==> src/rtl/id_ex_stage_if.sv <==
// Decode-side and EX-side signal bundle for the ID/EX pipeline stage.
// slave = the stage itself; master = whatever drives decode (core or bench).
interface id_ex_stage_if #(
  parameter int DATA_W     = 64,
  parameter int REG_ADDR_W = 5,
  parameter int CNT_W      = 32
);
  logic [REG_ADDR_W-1:0] IF_ID_RegisterRs1;
  logic [REG_ADDR_W-1:0] IF_ID_RegisterRs2;
  logic [REG_ADDR_W-1:0] IF_ID_RegisterRd;
  logic                  ID_RegWrite;
  logic                  ID_MemRead;
  logic                  ID_MemWrite;
  logic                  ID_MemtoReg;
  logic                  ID_Branch;
  logic                  ID_ALUSrc;
  logic [1:0]            ID_ALUOp;
  logic [3:0]            ID_Funct;
  logic [DATA_W-1:0]     ID_ReadData1;
  logic [DATA_W-1:0]     ID_ReadData2;
  logic [DATA_W-1:0]     ID_Imm;
  logic [DATA_W-1:0]     ID_PC;
  logic                  flush;
  logic                  hold;

  logic [REG_ADDR_W-1:0] ID_EX_RegisterRs1;
  logic [REG_ADDR_W-1:0] ID_EX_RegisterRs2;
  logic [REG_ADDR_W-1:0] ID_EX_RegisterRd;
  logic                  ID_EX_RegWrite;
  logic                  ID_EX_MemRead;
  logic                  ID_EX_MemWrite;
  logic                  ID_EX_MemtoReg;
  logic                  ID_EX_Branch;
  logic                  ID_EX_ALUSrc;
  logic [1:0]            ID_EX_ALUOp;
  logic [3:0]            ID_EX_Funct;
  logic [DATA_W-1:0]     ID_EX_ReadData1;
  logic [DATA_W-1:0]     ID_EX_ReadData2;
  logic [DATA_W-1:0]     ID_EX_Imm;
  logic [DATA_W-1:0]     ID_EX_PC;
  logic                  ID_EX_Valid;
  logic                  PCWrite;
  logic                  IF_ID_Write;
  logic [CNT_W-1:0]      stall_count;
  logic [CNT_W-1:0]      bubble_count;

  modport slave (
    input  IF_ID_RegisterRs1, IF_ID_RegisterRs2, IF_ID_RegisterRd,
    input  ID_RegWrite, ID_MemRead, ID_MemWrite, ID_MemtoReg, ID_Branch, ID_ALUSrc,
    input  ID_ALUOp, ID_Funct, ID_ReadData1, ID_ReadData2, ID_Imm, ID_PC,
    input  flush, hold,
    output ID_EX_RegisterRs1, ID_EX_RegisterRs2, ID_EX_RegisterRd,
    output ID_EX_RegWrite, ID_EX_MemRead, ID_EX_MemWrite, ID_EX_MemtoReg,
    output ID_EX_Branch, ID_EX_ALUSrc, ID_EX_ALUOp, ID_EX_Funct,
    output ID_EX_ReadData1, ID_EX_ReadData2, ID_EX_Imm, ID_EX_PC, ID_EX_Valid,
    output PCWrite, IF_ID_Write, stall_count, bubble_count
  );

  modport master (
    output IF_ID_RegisterRs1, IF_ID_RegisterRs2, IF_ID_RegisterRd,
    output ID_RegWrite, ID_MemRead, ID_MemWrite, ID_MemtoReg, ID_Branch, ID_ALUSrc,
    output ID_ALUOp, ID_Funct, ID_ReadData1, ID_ReadData2, ID_Imm, ID_PC,
    output flush, hold,
    input  ID_EX_RegisterRs1, ID_EX_RegisterRs2, ID_EX_RegisterRd,
    input  ID_EX_RegWrite, ID_EX_MemRead, ID_EX_MemWrite, ID_EX_MemtoReg,
    input  ID_EX_Branch, ID_EX_ALUSrc, ID_EX_ALUOp, ID_EX_Funct,
    input  ID_EX_ReadData1, ID_EX_ReadData2, ID_EX_Imm, ID_EX_PC, ID_EX_Valid,
    input  PCWrite, IF_ID_Write, stall_count, bubble_count
  );
endinterface

==> src/rtl/id_ex_stage.sv <==
// ID/EX pipeline register with load-use hazard detection, bubble insertion,
// branch flush, global hold and saturating stall/bubble counters.
module id_ex_stage #(
  parameter int DATA_W     = 64,
  parameter int REG_ADDR_W = 5,
  parameter int CNT_W      = 32
) (
  input  logic           clk,
  input  logic           reset,
  id_ex_stage_if.slave   bus
);

  typedef struct packed {
    logic [REG_ADDR_W-1:0] rs1;
    logic [REG_ADDR_W-1:0] rs2;
    logic [REG_ADDR_W-1:0] rd;
    logic                  reg_write;
    logic                  mem_read;
    logic                  mem_write;
    logic                  mem_to_reg;
    logic                  branch;
    logic                  alu_src;
    logic [1:0]            alu_op;
    logic [3:0]            funct;
    logic [DATA_W-1:0]     rdata1;
    logic [DATA_W-1:0]     rdata2;
    logic [DATA_W-1:0]     imm;
    logic [DATA_W-1:0]     pc;
    logic                  valid;
  } ex_t;

  ex_t              ex_q, ex_d;
  logic [CNT_W-1:0] stall_q, stall_d;
  logic [CNT_W-1:0] bubble_q, bubble_d;
  logic             lu;
  logic             upstream_adv;

  function automatic logic [CNT_W-1:0] sat_inc(input logic [CNT_W-1:0] v);
    return (&v) ? v : v + CNT_W'(1);
  endfunction

  // Hazard looks only at registered EX state, so it cannot loop through PCWrite.
  assign lu = ex_q.valid & ex_q.mem_read & (ex_q.rd != '0) &
              ((ex_q.rd == bus.IF_ID_RegisterRs1) | (ex_q.rd == bus.IF_ID_RegisterRs2));

  // A taken branch must let fetch advance to the target even if decode would stall.
  assign upstream_adv    = reset | ~(bus.hold | (lu & ~bus.flush));
  assign bus.PCWrite     = upstream_adv;
  assign bus.IF_ID_Write = upstream_adv;

  always_comb begin
    ex_d     = ex_q;
    stall_d  = stall_q;
    bubble_d = bubble_q;
    if (bus.flush) begin
      ex_d     = '0;
      bubble_d = sat_inc(bubble_q);
    end else if (bus.hold) begin
      ex_d     = ex_q;
    end else if (lu) begin
      ex_d     = '0;
      stall_d  = sat_inc(stall_q);
      bubble_d = sat_inc(bubble_q);
    end else begin
      ex_d.rs1        = bus.IF_ID_RegisterRs1;
      ex_d.rs2        = bus.IF_ID_RegisterRs2;
      ex_d.rd         = bus.IF_ID_RegisterRd;
      ex_d.reg_write  = bus.ID_RegWrite;
      ex_d.mem_read   = bus.ID_MemRead;
      ex_d.mem_write  = bus.ID_MemWrite;
      ex_d.mem_to_reg = bus.ID_MemtoReg;
      ex_d.branch     = bus.ID_Branch;
      ex_d.alu_src    = bus.ID_ALUSrc;
      ex_d.alu_op     = bus.ID_ALUOp;
      ex_d.funct      = bus.ID_Funct;
      ex_d.rdata1     = bus.ID_ReadData1;
      ex_d.rdata2     = bus.ID_ReadData2;
      ex_d.imm        = bus.ID_Imm;
      ex_d.pc         = bus.ID_PC;
      ex_d.valid      = 1'b1;
    end
  end

  always_ff @(posedge clk or posedge reset) begin
    if (reset) begin
      ex_q     <= '0;
      stall_q  <= '0;
      bubble_q <= '0;
    end else begin
      ex_q     <= ex_d;
      stall_q  <= stall_d;
      bubble_q <= bubble_d;
    end
  end

  assign bus.ID_EX_RegisterRs1 = ex_q.rs1;
  assign bus.ID_EX_RegisterRs2 = ex_q.rs2;
  assign bus.ID_EX_RegisterRd  = ex_q.rd;
  assign bus.ID_EX_RegWrite    = ex_q.reg_write;
  assign bus.ID_EX_MemRead     = ex_q.mem_read;
  assign bus.ID_EX_MemWrite    = ex_q.mem_write;
  assign bus.ID_EX_MemtoReg    = ex_q.mem_to_reg;
  assign bus.ID_EX_Branch      = ex_q.branch;
  assign bus.ID_EX_ALUSrc      = ex_q.alu_src;
  assign bus.ID_EX_ALUOp       = ex_q.alu_op;
  assign bus.ID_EX_Funct       = ex_q.funct;
  assign bus.ID_EX_ReadData1   = ex_q.rdata1;
  assign bus.ID_EX_ReadData2   = ex_q.rdata2;
  assign bus.ID_EX_Imm         = ex_q.imm;
  assign bus.ID_EX_PC          = ex_q.pc;
  assign bus.ID_EX_Valid       = ex_q.valid;
  assign bus.stall_count       = stall_q;
  assign bus.bubble_count      = bubble_q;

endmodule

==> src/flat_wrapper.sv <==
// flat-port wrapper written by rule: the top's interface ports become plain ports
module id_ex_stage_flat 
#(
  parameter int DATA_W     = 64,
  parameter int REG_ADDR_W = 5,
  parameter int CNT_W      = 32
)
  (clk, reset, bus_IF_ID_RegisterRs1, bus_IF_ID_RegisterRs2, bus_IF_ID_RegisterRd, bus_ID_RegWrite, bus_ID_MemRead, bus_ID_MemWrite, bus_ID_MemtoReg, bus_ID_Branch, bus_ID_ALUSrc, bus_ID_ALUOp, bus_ID_Funct, bus_ID_ReadData1, bus_ID_ReadData2, bus_ID_Imm, bus_ID_PC, bus_flush, bus_hold, bus_ID_EX_RegisterRs1, bus_ID_EX_RegisterRs2, bus_ID_EX_RegisterRd, bus_ID_EX_RegWrite, bus_ID_EX_MemRead, bus_ID_EX_MemWrite, bus_ID_EX_MemtoReg, bus_ID_EX_Branch, bus_ID_EX_ALUSrc, bus_ID_EX_ALUOp, bus_ID_EX_Funct, bus_ID_EX_ReadData1, bus_ID_EX_ReadData2, bus_ID_EX_Imm, bus_ID_EX_PC, bus_ID_EX_Valid, bus_PCWrite, bus_IF_ID_Write, bus_stall_count, bus_bubble_count);
  id_ex_stage_if #(.DATA_W(DATA_W), .REG_ADDR_W(REG_ADDR_W), .CNT_W(CNT_W)) bus_i ();
  input  logic clk;
  input  logic reset;
  input wire logic [$bits(bus_i.IF_ID_RegisterRs1)-1:0] bus_IF_ID_RegisterRs1;
  input wire logic [$bits(bus_i.IF_ID_RegisterRs2)-1:0] bus_IF_ID_RegisterRs2;
  input wire logic [$bits(bus_i.IF_ID_RegisterRd)-1:0] bus_IF_ID_RegisterRd;
  input wire logic [$bits(bus_i.ID_RegWrite)-1:0] bus_ID_RegWrite;
  input wire logic [$bits(bus_i.ID_MemRead)-1:0] bus_ID_MemRead;
  input wire logic [$bits(bus_i.ID_MemWrite)-1:0] bus_ID_MemWrite;
  input wire logic [$bits(bus_i.ID_MemtoReg)-1:0] bus_ID_MemtoReg;
  input wire logic [$bits(bus_i.ID_Branch)-1:0] bus_ID_Branch;
  input wire logic [$bits(bus_i.ID_ALUSrc)-1:0] bus_ID_ALUSrc;
  input wire logic [$bits(bus_i.ID_ALUOp)-1:0] bus_ID_ALUOp;
  input wire logic [$bits(bus_i.ID_Funct)-1:0] bus_ID_Funct;
  input wire logic [$bits(bus_i.ID_ReadData1)-1:0] bus_ID_ReadData1;
  input wire logic [$bits(bus_i.ID_ReadData2)-1:0] bus_ID_ReadData2;
  input wire logic [$bits(bus_i.ID_Imm)-1:0] bus_ID_Imm;
  input wire logic [$bits(bus_i.ID_PC)-1:0] bus_ID_PC;
  input wire logic [$bits(bus_i.flush)-1:0] bus_flush;
  input wire logic [$bits(bus_i.hold)-1:0] bus_hold;
  output wire logic [$bits(bus_i.ID_EX_RegisterRs1)-1:0] bus_ID_EX_RegisterRs1;
  output wire logic [$bits(bus_i.ID_EX_RegisterRs2)-1:0] bus_ID_EX_RegisterRs2;
  output wire logic [$bits(bus_i.ID_EX_RegisterRd)-1:0] bus_ID_EX_RegisterRd;
  output wire logic [$bits(bus_i.ID_EX_RegWrite)-1:0] bus_ID_EX_RegWrite;
  output wire logic [$bits(bus_i.ID_EX_MemRead)-1:0] bus_ID_EX_MemRead;
  output wire logic [$bits(bus_i.ID_EX_MemWrite)-1:0] bus_ID_EX_MemWrite;
  output wire logic [$bits(bus_i.ID_EX_MemtoReg)-1:0] bus_ID_EX_MemtoReg;
  output wire logic [$bits(bus_i.ID_EX_Branch)-1:0] bus_ID_EX_Branch;
  output wire logic [$bits(bus_i.ID_EX_ALUSrc)-1:0] bus_ID_EX_ALUSrc;
  output wire logic [$bits(bus_i.ID_EX_ALUOp)-1:0] bus_ID_EX_ALUOp;
  output wire logic [$bits(bus_i.ID_EX_Funct)-1:0] bus_ID_EX_Funct;
  output wire logic [$bits(bus_i.ID_EX_ReadData1)-1:0] bus_ID_EX_ReadData1;
  output wire logic [$bits(bus_i.ID_EX_ReadData2)-1:0] bus_ID_EX_ReadData2;
  output wire logic [$bits(bus_i.ID_EX_Imm)-1:0] bus_ID_EX_Imm;
  output wire logic [$bits(bus_i.ID_EX_PC)-1:0] bus_ID_EX_PC;
  output wire logic [$bits(bus_i.ID_EX_Valid)-1:0] bus_ID_EX_Valid;
  output wire logic [$bits(bus_i.PCWrite)-1:0] bus_PCWrite;
  output wire logic [$bits(bus_i.IF_ID_Write)-1:0] bus_IF_ID_Write;
  output wire logic [$bits(bus_i.stall_count)-1:0] bus_stall_count;
  output wire logic [$bits(bus_i.bubble_count)-1:0] bus_bubble_count;
  assign bus_i.IF_ID_RegisterRs1 = bus_IF_ID_RegisterRs1;
  assign bus_i.IF_ID_RegisterRs2 = bus_IF_ID_RegisterRs2;
  assign bus_i.IF_ID_RegisterRd = bus_IF_ID_RegisterRd;
  assign bus_i.ID_RegWrite = bus_ID_RegWrite;
  assign bus_i.ID_MemRead = bus_ID_MemRead;
  assign bus_i.ID_MemWrite = bus_ID_MemWrite;
  assign bus_i.ID_MemtoReg = bus_ID_MemtoReg;
  assign bus_i.ID_Branch = bus_ID_Branch;
  assign bus_i.ID_ALUSrc = bus_ID_ALUSrc;
  assign bus_i.ID_ALUOp = bus_ID_ALUOp;
  assign bus_i.ID_Funct = bus_ID_Funct;
  assign bus_i.ID_ReadData1 = bus_ID_ReadData1;
  assign bus_i.ID_ReadData2 = bus_ID_ReadData2;
  assign bus_i.ID_Imm = bus_ID_Imm;
  assign bus_i.ID_PC = bus_ID_PC;
  assign bus_i.flush = bus_flush;
  assign bus_i.hold = bus_hold;
  assign bus_ID_EX_RegisterRs1 = bus_i.ID_EX_RegisterRs1;
  assign bus_ID_EX_RegisterRs2 = bus_i.ID_EX_RegisterRs2;
  assign bus_ID_EX_RegisterRd = bus_i.ID_EX_RegisterRd;
  assign bus_ID_EX_RegWrite = bus_i.ID_EX_RegWrite;
  assign bus_ID_EX_MemRead = bus_i.ID_EX_MemRead;
  assign bus_ID_EX_MemWrite = bus_i.ID_EX_MemWrite;
  assign bus_ID_EX_MemtoReg = bus_i.ID_EX_MemtoReg;
  assign bus_ID_EX_Branch = bus_i.ID_EX_Branch;
  assign bus_ID_EX_ALUSrc = bus_i.ID_EX_ALUSrc;
  assign bus_ID_EX_ALUOp = bus_i.ID_EX_ALUOp;
  assign bus_ID_EX_Funct = bus_i.ID_EX_Funct;
  assign bus_ID_EX_ReadData1 = bus_i.ID_EX_ReadData1;
  assign bus_ID_EX_ReadData2 = bus_i.ID_EX_ReadData2;
  assign bus_ID_EX_Imm = bus_i.ID_EX_Imm;
  assign bus_ID_EX_PC = bus_i.ID_EX_PC;
  assign bus_ID_EX_Valid = bus_i.ID_EX_Valid;
  assign bus_PCWrite = bus_i.PCWrite;
  assign bus_IF_ID_Write = bus_i.IF_ID_Write;
  assign bus_stall_count = bus_i.stall_count;
  assign bus_bubble_count = bus_i.bubble_count;
  id_ex_stage #(.DATA_W(DATA_W), .REG_ADDR_W(REG_ADDR_W), .CNT_W(CNT_W)) u_core (.clk(clk), .reset(reset), .bus(bus_i));
endmodule
==> config.mk <==
export PLATFORM = sky130hd
export DESIGN_NAME = id_ex_stage_flat
export DESIGN_NICKNAME = d
export VERILOG_FILES = /design/src/rtl/id_ex_stage_if.sv /design/src/rtl/id_ex_stage.sv /design/src/flat_wrapper.sv
export SDC_FILE = /design/constraint.sdc
export NUM_CORES = 1
export LEC_CHECK = 0
export ABC_AREA = 0
export BUFFER_PORTS_ARGS = -buffer_cell sky130_fd_sc_hd__buf_2
export CORE_AREA = 3 3 243 245
export DETAILED_ROUTE_END_ITERATION = 8
export DIE_AREA = 0 0 246 248
export PLACE_DENSITY = 0.49
export SLEW_MARGIN = 20
export SYNTH_ARGS = -nofsm -noshare
export SYNTH_HDL_FRONTEND = slang
export SYNTH_SLANG_ARGS = --single-unit
==> constraint.sdc <==
create_clock -name clk -period 35.5 [get_ports clk]
set_input_delay 7.1 -clock clk [delete_from_list [all_inputs] [get_ports clk]]
set_output_delay 7.1 -clock clk [all_outputs]
set_load 0.01 [all_outputs]
==> results of run 1 <==
[state kept, by name (all words and copies together) (netlist names), 32 cells and up]
register                    flops
u_core.bus.ID_EX_Imm           64
u_core.bus.bubble_count        32
u_core.bus.ID_EX_ReadData1     64
u_core.bus.ID_EX_ReadData2     64
u_core.bus.stall_count         32
u_core.bus.ID_EX_PC            64
[cell type report]
cell class	instances	share of cell area, %
sequential	348	47.1
antenna	6	0.0813
clock inverter	12	0.657
multi-input combinational	517	22.1
tap	765	5.18
clock buffer	64	6.90
timing repair buffer	649	17.8
inverter	9	0.224
[kinds of logic after synthesis]
family          count (synthesis)
simple gates                  151
fa+ha+maj                       2
mux                             2
xor+xnor                       72
flops                         348
compound gates                290
buf+inv                        83
[per-stage QoR]
| step | utilization [%] | power [uW] | hold WS (ns) | instance area (um^2) |
|---|---|---|---|---|
| after floorplan | - | 490 | 0.515 | 13200 |
| after global placement | 29.7 | 545 | 0.482 | 17100 |
| after detailed placement | 29.7 | 545 | 0.482 | 17100 |
| after CTS | 32.2 | 987 | 0.494 | 18500 |
| after global routing | 32.2 | 1010 | 0.508 | 18500 |
| final | 32.2 | 966 | 0.491 | 18500 |
[power groups by stage]
stage               registers [uW]  logic [uW]  clock network, uW
floorplan                      450        39.8                  0
global placement               442         103                  0
detailed placement             442         104                  0
CTS                            435         104                447
global route                   439         112                463
finish                         436         102                429
[routing by layer]
metal | wire, um | vias up | GRT usage (%)
li1 | - | 4799 | -
met5 | 78 | - | 0
met2 | 23000 | 358 | 23.4
met1 | 18800 | 5324 | 18.0
met4 | 1080 | 12 | 4.32
met3 | 3470 | 76 | 4.52
[cells in the final DEF, fill, tap and decap left out, types with 13 or more instances in the layout]
| cell type | n |
|---|---|
| nand2_1 | 25 |
| buf_2 | 636 |
| xor2_1 | 42 |
| xnor2_1 | 30 |
| nand4_1 | 20 |
| clkbuf_16 | 43 |
| buf_4 | 13 |
| nand3_1 | 21 |
| a22o_1 | 284 |
| nor3_1 | 19 |
| dfrtp_1 | 348 |
| and3_1 | 13 |
| nor2_1 | 21 |
[critical path, cell delays in order]
cell and delay (ns):
buf_2 0.11, xor2_1 0.14, nor3_1 0.27, a22o_1 0.37, nand2_1 0.12, nor2_1 0.15
o21ai_0 0.18, buf_2 0.21
[how the worst min path moves through the flow]
stage | end | slack [ns] | depth (start not counted)
final | u_core.bus.stall_count[31] | 0.49 | 1
after global routing | u_core.bus.ID_EX_PC[42] | 0.51 | 1
after CTS | u_core.bus.bubble_count[8] | 0.49 | 1
after detailed placement | u_core.bus.stall_count[31] | 0.48 | 1
after global placement | u_core.bus.stall_count[5] | 0.48 | 1
after floorplan | u_core.bus.bubble_count[31] | 0.51 | 1
==> reports/qor.tcl, run 1 <==
set qor(synth_xor_area_share_pct) 4.77
set qor(grt_max_degree) 91
set qor(synthMuxAreaShare_pct) 0.170
set qor(vias) 10569
set qor(synth_common_cells) {348 x dfrtp_1, 284 x a22o_1, 42 x xor2_1, 33 x clkbuf_1, 30 x xnor2_1}
set qor(dieHeight_um) 248
set qor(worst-r2r-cell-count) 7
set qor(clock_sinks) 348
set qor(period_minus_slack_ns) 15.76
set qor(tritoncts.num_buffers) 42
set qor(gr_ovfl_total) 0
set qor(setup_total_negative_slack_ns) 0
set qor(ys_warn_count) 0
set qor(placement.setup.worst_slack_ns) 19.72
set qor(antenna_found_initial) 11
set qor(routabilityCongestion) 0.794
set qor(fin_nets) 1856
set qor(number_of_instances_in_the_synthesized_netlist) 948
set qor(post_cts_setup_buffer_count) 0
set qor(maxSlewViolCount) 0
set qor(placement.io_buffers) 636
set qor(power.share.combinational_pct) 10.5
set qor(register_share_of_total_power_pct) 45.1
set qor(drive_gt1_share_pct) 45.4
set qor(power.clock.fraction_pct) 44.4
set qor(synth_edf_count) 0
set qor(synthSimpleGateAreaFrac_pct) 6.45
set qor(syn_avg_cell_area_um2) 13.9
set qor(crit_path_max_fanout) 5
set qor(route.detailed.drc) 0
set qor(status) {finished clean}
set qor(hold_vio_cnt_final) 0
set qor(setup_viol) 0
set qor(seqCellArea_um2) 8710
set qor(post_synthesis_compound_gate_area_fraction_pct) 19.2
set qor(ctsResizeCount) 0
set qor(synth-async-reset-ratio_pct) 100
set qor(wire_length_after_detailed_routing_um) 46400
set qor(first_iter_violations) 577
set qor(power_per_cell_area_nw_per_um2) 52.3
set qor(timing.hold.worst.class) {reg2reg}
set qor(max_cap_violations) 0
set qor(synth_top_area_cell) {dfrtp_1}
set qor(design.die.area_um2) 61000
set qor(netlist_top_cells_area) {dfrtp_1 66%, a22o_1 19%, xor2_1 2.8%, xnor2_1 2.0%, buf_4 1.4%}
set qor(synth_seq_cells) 348
set qor(critPathCaptureType) {output pin}
set qor(detail_route.first_pass.iterations) 4
set qor(syn-cell-area_um2) 13200
set qor(power.net_switching_uw) 242
set qor(min-delay-start) {u_core.bus.stall_count[31]}
set qor(dominant_combinational_cell_family_by_area_after_synthesis) {compound AO/OA/AOI/OAI gates}
set qor(clockBufferDepth) 3
set qor(synth_adder_area_share_pct) 0.189
set qor(postCtsHoldBufs) 0
set qor(nFillCells) 5880
set qor(clock_insertion_delay_worst_skew_ns) 0.55
set qor(timing.max_slew.rel_slack_pct) 32.0
set qor(clock_skew_ns) 0.0204
set qor(placedCellCount) 2288
set qor(timing.reg2reg.setup_slack_ns) 31.47
set qor(ctsHtreeMaxLevel) 2
set qor(route.antenna.remaining_nets) 0
set qor(worstReg2RegStart) {u_core.bus.ID_EX_RegisterRd[1]}
set qor(grt_first_pass_wirelength_um) 67800
set qor(timing_worst_slew_pin_value_ns) 1.02
set qor(ys.flop_type) {dfrtp_1}
set qor(ys_seq_area_share_pct) 65.9
set qor(clk_pin_slew_worst_paths_ns) 0.06
set qor(initial_utilization_pct) 23.0
set qor(cp-start-kind) {primary input}
set qor(dp.final_hpwl_um) 33900
set qor(static-leakage-power_uw) 0.0101
set qor(fin_ws_ns) 19.74
set qor(min_period_over_period_pct) 44.4
set qor(fmax_mhz) 63.4
set qor(post-synth-top-area-fraction_pct) 65.9
set qor(crit_end) {bus_IF_ID_Write}
set qor(final_cell_count_no_fill) 2370
set qor(power_report.internal_total_uw) 725
set qor(cp_data_arrival_time_ns) 8.66
set qor(crit_start) {bus_IF_ID_RegisterRs1[2]}
set qor(rows) 88
set qor(worst_ep_required_time_ns) 28.40
set qor(clock_tree_from_tritoncts) {done}
set qor(multi_input_comb_area_um2) 4070
set qor(grt_pass1_vias) 10783
set qor(average_vias_per_placed_instance) 4.46
set qor(worst_ir_drop_vdd_mv) 0.0270
set qor(criticalPathCategory) {in2out}
set qor(syn-num-nets) 1237
set qor(p_sw_share_pct) 25.0
set qor(cts-root-buf) {clkbuf_16}
set qor(area.growth.synth_to_final_pct) 39.8
set qor(rsz_0062_raised_after_global_routing) {false}
set qor(routedWlPerCell_um) 19.6
set qor(die_w_um) 246
set qor(synth.most_common_cell) {dfrtp_1}
set qor(ys_types) 38
set qor(core_um2) 57400
set qor(gr-usage-all-layers_pct) 14.3
set qor(rr_endpoint) {u_core.bus.ID_EX_ReadData2[58]}
set qor(pin_count) 637
Power figures use the tool's default switching activity.
==> run 2: changes to the inputs <==
--- a/config.mk
+++ b/config.mk
@@ -7,10 +7,10 @@
 export LEC_CHECK = 0
 export ABC_AREA = 0
 export BUFFER_PORTS_ARGS = -buffer_cell sky130_fd_sc_hd__buf_2
-export CORE_AREA = 3 3 243 245
+export CORE_AREA = 3 3 246 248
 export DETAILED_ROUTE_END_ITERATION = 8
-export DIE_AREA = 0 0 246 248
-export PLACE_DENSITY = 0.49
+export DIE_AREA = 0 0 249 251
+export PLACE_DENSITY = 0.48
 export SLEW_MARGIN = 20
 export SYNTH_ARGS = -nofsm -noshare
 export SYNTH_HDL_FRONTEND = slang
==> constraint.sdc (replaced) <==
create_clock -name clk -period 14.53 [get_ports clk]
set_input_delay 2.906 -clock clk [delete_from_list [all_inputs] [get_ports clk]]
set_output_delay 2.906 -clock clk [all_outputs]
set_load 0.01 [all_outputs]
==> reports/qor.tcl, run 2 (synthesized netlist as in run 1, its figures left out) <==
set qor(status) {finished clean} ;# unchanged
set qor(most_used_cell_along_the_critical_path) {buf_2} ;# unchanged
set qor(placement.io_buffers) 636 ;# unchanged
set qor(clockBufferDepth) 3 ;# unchanged
set qor(total_power_uw) 2360 ;# was 966 uW
set qor(grt_first_pass_wirelength_um) 69300 ;# was 67800 um
set qor(initial_utilization_pct) 22.5 ;# was 23.0%
set qor(layout_commonest_cell) {buf_2} ;# unchanged
set qor(power.share.combinational_pct) 10.6 ;# was 10.5%
set qor(critPathCaptureType) {output pin} ;# unchanged
set qor(min_period_over_period_pct) 49.4
set qor(postCtsHoldBufs) 0 ;# unchanged
set qor(worst_ep_required_time_ns) 11.62 ;# was 28.40 ns
set qor(timing.hold.ws_ns) 0.488 ;# was 0.491 ns
set qor(p_sw_share_pct) 25.0 ;# about the same
set qor(route.antenna.remaining_nets) 0 ;# unchanged
set qor(final_cell_mix) {636 x buf_2, 348 x dfrtp_1, 284 x a22o_1, 42 x xor2_1, 41 x clkbuf_16} ;# was 636 x buf_2, 348 x dfrtp_1, 284 x a22o_1, 43 x clkbuf_16, 42 x xor2_1
set qor(antenna_found_initial) 8 ;# was 11
set qor(clock_skew_ns) 0.0208 ;# was 0.0204 ns
set qor(gr-usage-all-layers_pct) 14.2 ;# was 14.3%
set qor(design.die.area_um2) 62500 ;# was 61000 um^2
set qor(rsz_0062_raised_after_global_routing) {false} ;# unchanged
set qor(drive_gt1_share_pct) 45.0 ;# was 45.4%
set qor(rows) 89 ;# was 88
set qor(tritoncts.num_buffers) 40 ;# was 42
set qor(final_cell_count_no_fill) 2375 ;# was 2370
set qor(fin_nets) 1852 ;# was 1856
set qor(gr_ovfl_total) 0 ;# unchanged
set qor(setup_viol) 0 ;# unchanged
set qor(first_iter_violations) 592 ;# was 577
set qor(timing.hold.worst.class) {reg2reg} ;# unchanged
set qor(clk_pin_slew_worst_paths_ns) 0.05 ;# was 0.06 ns
set qor(core_um2) 58700 ;# was 57400 um^2
set qor(fmax_mhz) 139
set qor(cp_cell_sequence) {buf_2 > xor2_1 > nor3_1 > a22o_1 > nand2_1 > nor2_1 > o21ai_0 > buf_2} ;# unchanged
set qor(grt_max_degree) 161 ;# was 91
set qor(clock_sinks) 348 ;# unchanged
set qor(max_cap_violations) 0 ;# unchanged
set qor(cp-start-kind) {primary input} ;# unchanged
set qor(slowest_delay_ns) 0.34 ;# was 0.37 ns
set qor(register_share_of_total_power_pct) 45.1 ;# about the same
set qor(average_vias_per_placed_instance) 4.44 ;# was 4.46
set qor(dieHeight_um) 251 ;# was 248 um
set qor(static-leakage-power_uw) 0.0101 ;# about the same
set qor(power_per_cell_area_nw_per_um2) 128 ;# was 52.3 nW/um^2
set qor(timing_worst_slew_pin_value_ns) 0.924 ;# was 1.02 ns
set qor(cpMaxStageDelayCell) {a22o_1} ;# unchanged
set qor(ctsHtreeMaxLevel) 2 ;# unchanged
set qor(dp.final_hpwl_um) 33500 ;# was 33900 um
set qor(routabilityCongestion) 0.867 ;# was 0.794
set qor(power.net_switching_uw) 589 ;# was 242 uW
set qor(cts-root-buf) {clkbuf_16} ;# unchanged
set qor(clock_insertion_delay_worst_skew_ns) 0.55 ;# about the same
set qor(hold_vio_cnt_final) 0 ;# unchanged
set qor(power.clock.fraction_pct) 44.3 ;# was 44.4%
set qor(criticalPathCategory) {in2out} ;# unchanged
set qor(ctsResizeCount) 0 ;# unchanged
set qor(area.growth.synth_to_final_pct) 40.0 ;# was 39.8%
set qor(routedWlPerCell_um) 19.6 ;# about the same
set qor(timing.max_slew.rel_slack_pct) 38.4 ;# was 32.0%
set qor(die_w_um) 249 ;# was 246 um
set qor(detail_route.first_pass.iterations) 5 ;# was 4
set qor(wire_length_after_detailed_routing_um) 46500 ;# was 46400 um
set qor(cp_data_arrival_time_ns) 4.28 ;# was 8.66 ns
set qor(setup_total_negative_slack_ns) 0 ;# unchanged
set qor(crit_path_max_fanout) 5 ;# unchanged
set qor(clock_tree_from_tritoncts) {done} ;# unchanged
set qor(worst_ir_drop_vdd_mv) 0.0816 ;# was 0.0270 mV
set qor(placedCellCount) 2293 ;# was 2288
set qor(period_minus_slack_ns) 7.18
set qor(pin_count) 637 ;# unchanged
set qor(maxSlewViolCount) 0 ;# unchanged
set qor(vias) 10543 ;# was 10.6k
set qor(route.detailed.drc) 0 ;# unchanged
set qor(grt_pass1_vias) 10859 ;# was 10.8k
set qor(post_cts_setup_buffer_count) 0 ;# unchanged
set qor(power_report.internal_total_uw) 1770 ;# was 725 uW
-- run 2: cell types whose count changed in the layout (fill, tap and decap cells not counted), moves of 2 or more --
| cell | change |
|---|---|
| bufinv_16 | +2 |
| clkbuf_16 | -2 |
| clkbuf_8 | -3 |
| clkbuf_1 | +4 |
| clkinv_2 | -3 |
| clkinvlp_4 | +2 |
| buf_4 | -6 |
| buf_12 | +3 |
-- run 2: worst paths after layout --
check | from | to | slack, ns | depth (start not counted)
hold reg to reg | u_core.bus.bubble_count[31] | u_core.bus.bubble_count[31] | 0.49 | 1
hold / removal | u_core.bus.bubble_count[31] | u_core.bus.bubble_count[31] | 0.49 | 1
setup / recovery | bus_IF_ID_RegisterRs1[2] | bus_PCWrite | 7.35 | 8
min in group asynchronous | reset | u_core.bus.ID_EX_ReadData2[31] | 2.51 | 3
setup reg to reg | u_core.bus.ID_EX_RegisterRd[1] | u_core.bus.ID_EX_PC[43] | 10.42 | 7
max in group asynchronous | reset | u_core.bus.ID_EX_Imm[22] | 10.83 | 4
-- run 2: layer usage --
layer  GRT usage (%)  routed length [um]
met3            3.96                3220
met4            4.40                1080
met5               0                   0
met2            23.4               23100
met1            18.1               19100
-- run 2: through the flow --
stage | utilization [%] | setup slack (ns) | instance area [um^2]
finish | 31.5 | 7.35 | 18500
global route | 31.5 | 7.21 | 18500
CTS | 31.4 | 7.37 | 18400
detailed placement | 29.1 | 7.37 | 17100
global placement | 29.1 | 7.43 | 17100
floorplan | - | 2.40 | 13200
-- run 2: critical path: cells and delay by family --
kind | cells | cell delay [ns]
compound gates | 2 | 0.46
simple gates | 3 | 0.46
buf+inv | 2 | 0.31
xor+xnor | 1 | 0.14
-- run 2: final cells by class --
| class | count | area [um^2] |
|---|---|---|
| Clock buffer | 63 | 1200 |
| Tap cell | 773 | 967 |
| Timing Repair Buffer | 647 | 3320 |
| Fill cell | 6085 | 40200 |
| Inverter | 9 | 37.5 |
| Multi-Input combinational cell | 517 | 4070 |
| Clock inverter | 11 | 165 |
| Sequential cell | 348 | 8710 |
| Antenna cell | 7 | 17.5 |
-- run 2: power by group through the flow --
stage	Clock [uW]	Sequential, uW	Combinational (uW)
after floorplan	0	1100	97.4
after global placement	0	1080	253
after detailed placement	0	1080	254
after CTS	1090	1060	255
after global routing	1130	1070	272
final	1050	1060	249
==> run 3: changes to the inputs <==
--- a/config.mk
+++ b/config.mk
@@ -7,9 +7,9 @@
 export LEC_CHECK = 0
 export ABC_AREA = 0
 export BUFFER_PORTS_ARGS = -buffer_cell sky130_fd_sc_hd__buf_2
-export CORE_AREA = 3 3 246 248
+export CORE_AREA = 3 3 250 252
 export DETAILED_ROUTE_END_ITERATION = 8
-export DIE_AREA = 0 0 249 251
+export DIE_AREA = 0 0 253 255
 export PLACE_DENSITY = 0.48
 export SLEW_MARGIN = 20
 export SYNTH_ARGS = -nofsm -noshare
==> constraint.sdc (replaced) <==
create_clock -name clk -period 6.2 [get_ports clk]
set_input_delay 1.24 -clock clk [delete_from_list [all_inputs] [get_ports clk]]
set_output_delay 1.24 -clock clk [all_outputs]
set_load 0.01 [all_outputs]
==> reports/qor.tcl, run 3 (synthesized netlist as in run 1, its figures left out) <==
set qor(nFillCells) 6251 ;# was 6085
set qor(hold_path_depth) 1 ;# unchanged
set qor(grt_first_pass_wirelength_um) 67800 ;# was 69300 um
set qor(criticalPathCategory) {in2out} ;# unchanged
set qor(ctsResizeCount) 0 ;# unchanged
set qor(worst_ir_drop_vdd_mv) 0.141 ;# was 0.0816 mV
set qor(cts-root-buf) {clkbuf_16} ;# unchanged
set qor(static-leakage-power_uw) 0.0101 ;# about the same
set qor(clk_pin_slew_worst_paths_ns) 0.06 ;# was 0.05 ns
set qor(routedWlPerCell_um) 19.5 ;# was 19.6 um
set qor(core_um2) 60400 ;# was 58700 um^2
set qor(routabilityCongestion) 0.835 ;# was 0.867
set qor(first_iter_violations) 638 ;# was 592
set qor(placement.setup.worst_slack_ns) 2.31 ;# was 7.37 ns
set qor(gr_ovfl_total) 0 ;# unchanged
set qor(power_per_cell_area_nw_per_um2) 295 ;# was 128 nW/um^2
set qor(dp.final_hpwl_um) 33700 ;# was 33500 um
set qor(power_report.internal_total_uw) 4030 ;# was 1770 uW
set qor(power.share.combinational_pct) 10.8 ;# was 10.6%
set qor(clock_skew_ns) 0.0175 ;# was 0.0208 ns
set qor(dieHeight_um) 255 ;# was 251 um
set qor(timing_worst_slew_pin_value_ns) 1.03 ;# was 0.924 ns
set qor(power.net_switching_uw) 1410 ;# was 589 uW
set qor(power.clock.fraction_pct) 43.4 ;# was 44.3%
set qor(timing.reg2reg.setup_slack_ns) 3.02 ;# was 10.42 ns
set qor(post_cts_setup_buffer_count) 0 ;# unchanged
set qor(grt_max_degree) 178 ;# was 161
set qor(crit_start) {bus_IF_ID_RegisterRs1[2]} ;# unchanged
set qor(worst-r2r-cell-count) 6 ;# was 7
set qor(cp_data_arrival_time_ns) 2.64 ;# was 4.28 ns
set qor(die_w_um) 253 ;# was 249 um
set qor(detail_route.first_pass.iterations) 5 ;# unchanged
set qor(initial_utilization_pct) 21.9 ;# was 22.5%
set qor(rsz_0062_raised_after_global_routing) {false} ;# unchanged
set qor(gr-usage-all-layers_pct) 13.5 ;# was 14.2%
set qor(status) {finished clean} ;# unchanged
set qor(stdcell_area_um2) 18500 ;# about the same
set qor(wire_length_after_detailed_routing_um) 46600 ;# was 46500 um
set qor(design.die.area_um2) 64500 ;# was 62500 um^2
set qor(rows) 90 ;# was 89
set qor(placement.io_buffers) 636 ;# unchanged
set qor(average_vias_per_placed_instance) 4.44 ;# about the same
set qor(critPathCaptureType) {output pin} ;# unchanged
set qor(min-delay-start) {u_core.bus.bubble_count[8]} ;# was u_core.bus.bubble_count[31]
set qor(p_sw_share_pct) 25.9 ;# was 25.0%
set qor(hold_end) {u_core.bus.bubble_count[8]} ;# was u_core.bus.bubble_count[31]
set qor(crit_path_max_fanout) 5 ;# unchanged
set qor(route.antenna.remaining_nets) 0 ;# unchanged
set qor(register_share_of_total_power_pct) 45.8 ;# was 45.1%
set qor(clock_tree_from_tritoncts) {done} ;# unchanged
set qor(clock_sinks) 348 ;# unchanged
set qor(ctsHtreeMaxLevel) 2 ;# unchanged
set qor(pin_count) 637 ;# unchanged
set qor(finalCoreUtilization_pct) 30.6 ;# was 31.5%
set qor(antenna_found_initial) 5 ;# was 8
set qor(cp-start-kind) {primary input} ;# unchanged
set qor(final_cell_count_no_fill) 2385 ;# was 2375
set qor(total_power_uw) 5440 ;# was 2360 uW
set qor(grt_pass1_vias) 10740 ;# was 10.9k
set qor(final_cell_mix) {636 x buf_2, 348 x dfrtp_1, 284 x a22o_1, 43 x clkbuf_16, 42 x xor2_1} ;# was 636 x buf_2, 348 x dfrtp_1, 284 x a22o_1, 42 x xor2_1, 41 x clkbuf_16
set qor(maxSlewViolCount) 0 ;# unchanged
set qor(period_minus_slack_ns) 3.88
set qor(placedCellCount) 2302 ;# was 2293
set qor(postCtsHoldBufs) 0 ;# unchanged
set qor(route.detailed.drc) 0 ;# unchanged
set qor(min_period_over_period_pct) 62.5
set qor(worstReg2RegStart) {u_core.bus.ID_EX_RegisterRd[1]} ;# unchanged
set qor(timing.max_slew.rel_slack_pct) 31.5 ;# was 38.4%
set qor(clock_insertion_delay_worst_skew_ns) 0.55 ;# about the same
set qor(fin_nets) 1854 ;# was 1852
set qor(fmax_mhz) 258
set qor(max_cap_violations) 0 ;# unchanged
set qor(drive_gt1_share_pct) 45.2 ;# was 45.0%
set qor(area.growth.synth_to_final_pct) 39.7 ;# was 40.0%
set qor(worst_ep_required_time_ns) 4.96 ;# was 11.62 ns
set qor(vias) 10596 ;# was 10.5k
set qor(tritoncts.num_buffers) 42 ;# was 40
set qor(clockBufferDepth) 3 ;# unchanged
set qor(rr_endpoint) {u_core.bus.ID_EX_PC[37]} ;# was u_core.bus.ID_EX_PC[43]
set qor(fin_ws_ns) 2.32 ;# was 7.35 ns
set qor(hold_vio_cnt_final) 0 ;# unchanged
set qor(setup_viol) 0 ;# unchanged
set qor(timing.hold.worst.class) {reg2reg} ;# unchanged
set qor(layout_commonest_cell) {buf_2} ;# unchanged
set qor(cell_area_after_placement_um2) 17100 ;# about the same
[run 3: cell types whose count changed in the layout (fill, tap and decap cells not counted), sizes merged]
cell and delta:
bufinv -4, clkinv +5
[run 3: layer usage]
metal	up-vias	wire (um)	global-route usage [%]
li1	4809	-	-
met1	5322	19300	17.2
met2	389	22800	22.1
met3	76	3200	3.75
met4	0	1290	4.75
met5	-	0	0
[run 3: how the worst max path moves through the flow]
stage | to | slack [ns] | depth (start not counted)
after floorplan | bus_PCWrite | -2.60 | 3
after global placement | u_core.bus.ID_EX_Imm[33] | 2.34 | 8
after global routing | bus_IF_ID_Write | 2.09 | 8
after detailed placement | u_core.bus.ID_EX_PC[37] | 2.31 | 8
after CTS | bus_IF_ID_Write | 2.30 | 8
final | bus_IF_ID_Write | 2.32 | 8
[run 3: power by group through the flow]
stage / sequential (uW) / combinational [uW] / clock (uW)
after floorplan: 2580 / 228 / 0
after global placement: 2530 / 593 / 0
after detailed placement: 2530 / 600 / 0
after CTS: 2500 / 601 / 2460
after global routing: 2510 / 645 / 2540
final: 2500 / 588 / 2360
[run 3: worst max-delay path, cell delays in order]
cell	delay [ns]
buf_2	0.11
xor2_1	0.15
nor3_1	0.28
a22o_1	0.32
nand2_1	0.10
nor2_1	0.09
o21ai_0	0.12
buf_2	0.23
[run 3: layout make-up]
class	instances	area, um^2	area share [%]
diodes	7	17.5	0.0949
repair buffers	647	3340	18.1
well taps	782	978	5.30
multi-input cells	517	4070	22.1
flip-flops and latches	348	8710	47.2
clock buffers	63	1240	6.72
clock inverters	12	70.1	0.380
inverters	9	37.5	0.203
[run 3: per-stage QoR]
| step | hold WS (ns) | TNS [ns] |
|---|---|---|
| finish | 0.481 | 0 |
| global route | 0.510 | 0 |
| CTS | 0.487 | 0 |
| detailed placement | 0.477 | 0 |
| global placement | 0.476 | 0 |
| floorplan | 0.515 | -4.93 |
